**config.mk**
```make
export PLATFORM = sky130hd
export DESIGN_NAME = qubit_pulse_tx
export DESIGN_NICKNAME = d
export VERILOG_FILES = /design/src/rtl/qubit_pulse_tx.sv
export SDC_FILE = /design/constraint.sdc
export NUM_CORES = 1
export LEC_CHECK = 0
export ABC_AREA = 1
export CORE_ASPECT_RATIO = 0.6
export CORE_MARGIN = 2
export CORE_UTILIZATION = 45
export DETAILED_ROUTE_END_ITERATION = 10
export PLACE_DENSITY = 0.67
export SYNTH_ARGS = -nofsm -noshare
export SYNTH_HDL_FRONTEND = slang
export SYNTH_SLANG_ARGS = --single-unit
```
**constraint.sdc**
```tcl
create_clock -name clk0 -period 8.1 [get_ports clk0]
set_input_delay 0.81 -clock clk0 [delete_from_list [all_inputs] [get_ports clk0]]
set_output_delay 0.81 -clock clk0 [all_outputs]
set_load 0.02 [all_outputs]
```
**src/rtl/qubit_pulse_tx.sv**
```systemverilog
// qubit_pulse_tx: transmit end of the 4-wire active-low qubit PMOD link.
// Measured bits are buffered in a small FIFO and sent as timed low pulses on
// the matching count line; a clear request sends a pulse on both reset lines.
// Optional far-end LED model output enabled by defining QUBIT_PULSE_TX_MIRROR_EN.
module qubit_pulse_tx #(
    parameter int PULSE_W    = 4,
    parameter int GAP_W      = 4,
    parameter int FIFO_DEPTH = 8,
    parameter int CNT_W      = 16
) (
    input  logic                          clk0,
    input  logic                          rst0,
    input  logic                          meas_valid,
    input  logic                          meas_bit,
    output logic                          meas_ready,
    input  logic                          clr_req,
    output logic                          clr_ack,
    output logic [3:0]                    qubit_n,
    output logic                          busy,
    output logic [$clog2(FIFO_DEPTH):0]   fifo_level,
    output logic [CNT_W-1:0]              sent0_cnt,
    output logic [CNT_W-1:0]              sent1_cnt
`ifdef QUBIT_PULSE_TX_MIRROR_EN
    ,
    output logic [3:0]                    mirror_led
`endif
);
    localparam int AW = $clog2(FIFO_DEPTH);
    localparam int LW = AW + 1;
    localparam int TW = $clog2((PULSE_W > GAP_W ? PULSE_W : GAP_W) + 1);

    typedef enum logic [2:0] {IDLE, PULSE, GAP, CLR_PULSE, CLR_GAP} state_t;

    state_t        state;
    logic [TW-1:0] tmr;
    logic          clr_pending;
    logic [AW-1:0] wr_ptr;
    logic [AW-1:0] rd_ptr;
    logic          mem [FIFO_DEPTH];
    logic          push;
    logic          pop;
    logic          flush;
    logic          slot;
    logic          start_clr;
    logic          clr_done;
    logic          idle_nxt;
    logic          pending_nxt;
    logic [LW-1:0] level_nxt;

    // slot: the FSM may launch a new pulse (idle, or the last gap cycle)
    assign push        = meas_valid & meas_ready;
    assign flush       = clr_req & ~clr_pending;
    assign slot        = (state == IDLE) || (state == GAP && tmr == '0);
    assign start_clr   = slot & clr_pending;
    assign pop         = slot & ~clr_pending & (fifo_level != '0);
    assign clr_done    = (state == CLR_GAP) && (tmr == '0);
    assign pending_nxt = flush | (clr_pending & ~clr_done);
    assign level_nxt   = flush ? '0 : fifo_level + LW'(push) - LW'(pop);
    assign idle_nxt    = (slot & ~start_clr & ~pop) | clr_done;

    // FIFO storage; contents need no reset since the pointers define validity
    always_ff @(posedge clk0) begin
        if (push) mem[wr_ptr] <= meas_bit;
    end

    // FIFO pointers and level; a new clear request discards everything queued
    always_ff @(posedge clk0 or posedge rst0) begin
        if (rst0) begin
            wr_ptr     <= '0;
            rd_ptr     <= '0;
            fifo_level <= '0;
        end else if (flush) begin
            wr_ptr     <= '0;
            rd_ptr     <= '0;
            fifo_level <= '0;
        end else begin
            wr_ptr     <= push ? wr_ptr + AW'(1) : wr_ptr;
            rd_ptr     <= pop ? rd_ptr + AW'(1) : rd_ptr;
            fifo_level <= level_nxt;
        end
    end

    // Handshake and status flags registered from next-state values
    always_ff @(posedge clk0 or posedge rst0) begin
        if (rst0) begin
            meas_ready <= 1'b1;
            busy       <= 1'b0;
        end else begin
            meas_ready <= (level_nxt != LW'(FIFO_DEPTH)) & ~pending_nxt;
            busy       <= ~idle_nxt | (level_nxt != '0);
        end
    end

    // Pulse sequencer: data pulse/gap and clear pulse/gap with registered lines
    always_ff @(posedge clk0 or posedge rst0) begin
        if (rst0) begin
            state       <= IDLE;
            tmr         <= '0;
            qubit_n     <= 4'b1111;
            clr_pending <= 1'b0;
            clr_ack     <= 1'b0;
            sent0_cnt   <= '0;
            sent1_cnt   <= '0;
`ifdef QUBIT_PULSE_TX_MIRROR_EN
            mirror_led  <= 4'd0;
`endif
        end else begin
            clr_ack     <= clr_done;
            clr_pending <= pending_nxt;
            if (start_clr) begin
                state   <= CLR_PULSE;
                tmr     <= TW'(PULSE_W - 1);
                qubit_n <= 4'b1100;
`ifdef QUBIT_PULSE_TX_MIRROR_EN
                mirror_led <= 4'd0;
`endif
            end else if (pop) begin
                state   <= PULSE;
                tmr     <= TW'(PULSE_W - 1);
                qubit_n <= mem[rd_ptr] ? 4'b0111 : 4'b1011;
                if (mem[rd_ptr]) sent1_cnt <= sent1_cnt + 1'b1;
                else             sent0_cnt <= sent0_cnt + 1'b1;
`ifdef QUBIT_PULSE_TX_MIRROR_EN
                mirror_led <= mem[rd_ptr] ? mirror_led + 4'd1 : mirror_led - 4'd1;
`endif
            end else if (clr_done) begin
                state     <= IDLE;
                sent0_cnt <= '0;
                sent1_cnt <= '0;
            end else if ((state == PULSE || state == CLR_PULSE) && tmr == '0) begin
                state   <= (state == PULSE) ? GAP : CLR_GAP;
                tmr     <= TW'(GAP_W - 1);
                qubit_n <= 4'b1111;
            end else if (state == GAP && tmr == '0) begin
                state <= IDLE;
            end else if (tmr != '0) begin
                tmr <= tmr - 1'b1;
            end
        end
    end
endmodule

```
==> qor.csv <==
metric,value,unit
status,completed,
P_sw,0.420,mW
asr flop ratio synth,87.3,%
core area,7820,sq um
P&R area growth vs syn,22.8,%
via count,3061,
Worst-path clk slew,0.05,ns
share of cells above drive strength 1,8.30,%
io pins,48,
hold buffers post-CTS,0,
Finish-stage setup viols,0,
Die Area,8780,sq um
Die H,73.4,microns
antenna violations before repair,0,
clk buf depth,2,
DRC,0,
PwrDens,270,nW/um^2
Synth Cell Area,3610,sq um
Die W,120,microns
post-detail-place hpwl,5.66,mm
Pre-antenna DRT Iters,5,
NumNets Final,530,
post-synth top area cell,dfrtp_1,
Cells after Synth,460,
n_diodes,0,
"Top FF cell, synth",dfrtp_1,
final hold vios,0,
initial core utilization,46.2,%
Leakage Power,2.01,nW
crit path from,tmr[0]$_DFFE_PP0P_,
most frequent cells in the layout,"nand2_1 (138), nor2_1 (61), inv_1 (57)",
PortBufs,47,
Comb pwr share,32.3,%
Hold Crit Start,tmr[1]$_DFFE_PP0P_,
Reg2Reg Launch Point,tmr[0]$_DFFE_PP0P_,
Final Hold Slack,0.502,ns
share of the synthesized area in the top cell type,35.3,%
slew margin rel.,63.5,%
CTS tree,yes,
total grt overflow,0,
Max Cap Viol,0,
final setup skew,0.00903,ns
largest net degree at the start of global routing,44,
critical path startpoint category,flip-flop,
fill cell count,713,
worst setup path category,flip-flop to flip-flop,
Mapped Nets,477,
Hold WC Path Type,flip-flop to flip-flop,
routed len/inst,12.3,microns
post-route core utilization,56.7,%
worst-margin pin slew,0.548,ns
"commonest non-fill, non-tap cell in the layout",nand2_1,
Seq cells post-synth,63,
Pint,0.776,mW
GPL Wtd Cong,0.867,
Pins Over Slew Limit,0,
Sink Count,63,
RSZ-0062 raised after global routing,false,
first-pass GRT wire length,13.5,mm
Inserted Clock Buffers,9,
H-tree Lvls,3,
setup TNS,0,ns
Cell Rows,25,
vias in the first global route,2810,
synth top area cells,"dfrtp_1 (35%), nand2_1 (14%), edfxtp_1 (6.7%)",
Starting DRT DRC Count,221,
Synth Area per Inst,7.85,sq um
Setup Buffers After CTS,0,
register area share after synthesis,44.9,%
CP Capture Type,flip-flop,
CTS Root Cell,clkbuf_16,
Reg power frac,36.1,%
f_max,330,MHz
drt total wl,7.69,mm
ANT nets after route,0,
critical path peak fanout,12,
Yosys Warn Count,0,
Worst EP arrival,3.28,ns
Vias/cell,4.89,
Tot GR Track Use,19.5,%
maximum VDD drop,141,uV
Post-synth EDFFs,8,
post-cts sizing count,0,
Period minus WS final,3.03,ns
final period utilization,37.4,%
switching part of the total,35.1,%
Clk network pwr share,31.6,%
Unique masters post-synth,39,
Crit path required time,8.35,ns
"Clk Latency, worst-skew pair",0.33,ns
==> critical path, cell delays in order, from the launching register on <==
cell,delay [ns]
dfrtp_1,0.40
inv_1,0.07
ha_1,0.14
ha_1,0.27
inv_2,0.07
nand2_2,0.07
nand3_2,0.09
nor2_4,0.40
ha_1,0.21
inv_1,0.04
ha_1,0.19
fa_1,0.38
nand2_1,0.07
inv_1,0.04
nor3_1,0.21
inv_1,0.06
nand2_1,0.06
inv_1,0.05
a21oi_1,0.13
==> state kept, by name (all words and copies together), names as in the netlist, 3 cells and up <==
register    count
state           3
fifo_level      4
tmr             3
sent1_cnt      16
sent0_cnt      16
wr_ptr          3
mem             8
rd_ptr          3
qubit_n         3
==> worst paths after layout <==
check	endpoint	cells after the start	slack (ns)
setup reg to reg	meas_ready$_DFF_PP1_	18	5.07
min in group asynchronous	tmr[0]$_DFFE_PP0P_	2	0.74
max in group asynchronous	qubit_n[1]$_DFFE_PP1P_	3	6.53
setup / recovery	meas_ready$_DFF_PP1_	18	5.07
hold reg to reg	tmr[1]$_DFFE_PP0P_	2	0.50
hold / removal	tmr[1]$_DFFE_PP0P_	2	0.50
==> metrics by stage <==
step                      total power [mW]  worst slack, ns  cell area (sq um)  cells
final                                 1.20             5.07               4440    626
after global routing                  1.28             4.77               4440    626
after CTS                             1.21             5.06               4440    626
after detailed placement             0.823             5.07               4140    610
after global placement               0.808             5.13               4140    610
after floorplan                      0.705             5.40               3610    460
==> power by group through the flow <==
stage / registers (mW) / logic [mW] / clock network, mW
3_5_place_dp: 0.435 / 0.388 / 0
3_3_place_gp: 0.433 / 0.375 / 0
6_report: 0.432 / 0.387 / 0.378
5_1_grt: 0.440 / 0.438 / 0.399
4_1_cts: 0.430 / 0.389 / 0.387
2_1_floorplan: 0.455 / 0.250 / 0
==> final cells by class <==
cell class	instances	area [sq um]	area share, %
inverters	62	240	5.42
multi-input cells	329	1670	37.6
clock buffers	13	250	5.64
well taps	108	135	3.05
repair buffers	48	478	10.8
clock inverters	3	42.5	0.959
flip-flops and latches	63	1620	36.6
==> layer usage <==
| metal | vias to the layer above | global-route usage (%) | wire [microns] | share of wire, % |
|---|---|---|---|---|
| met5 | - | 0 | 0 | 0 |
| met4 | 0 | 6.27 | 79 | 1.0 |
| met3 | 8 | 4.74 | 358 | 4.7 |
| met2 | 74 | 28.3 | 3100 | 40 |
| met1 | 1415 | 28.7 | 4150 | 54 |
| li1 | 1564 | - | - | - |
==> cells in the mapped netlist, drive strengths merged, types with 5 or more instances <==
| cell | number |
|---|---|
| nand3 | 33 |
| xor2 | 10 |
| ha | 11 |
| nand2 | 151 |
| edfxtp | 8 |
| buf | 6 |
| dfrtp | 51 |
| a21oi | 5 |
| o21ai | 21 |
| nor3 | 6 |
| nor2 | 64 |
| nand4 | 7 |
| inv | 62 |
==> kinds of logic (layout without fill, tap and decap cells) <==
group                    count (synthesis)  in the layout  share of synthesized area [%]
AO/OA/AOI/OAI                           36             36                           5.72
XOR/XNOR                                14             14                           3.40
adder cells (fa/ha/maj)                 12             12                           4.37
buffers and inverters                   68            126                           8.91
flip-flops                              63             63                           44.9
AND/OR/NAND/NOR                        267            267                           32.7
(Power assumes the default switching activity.)
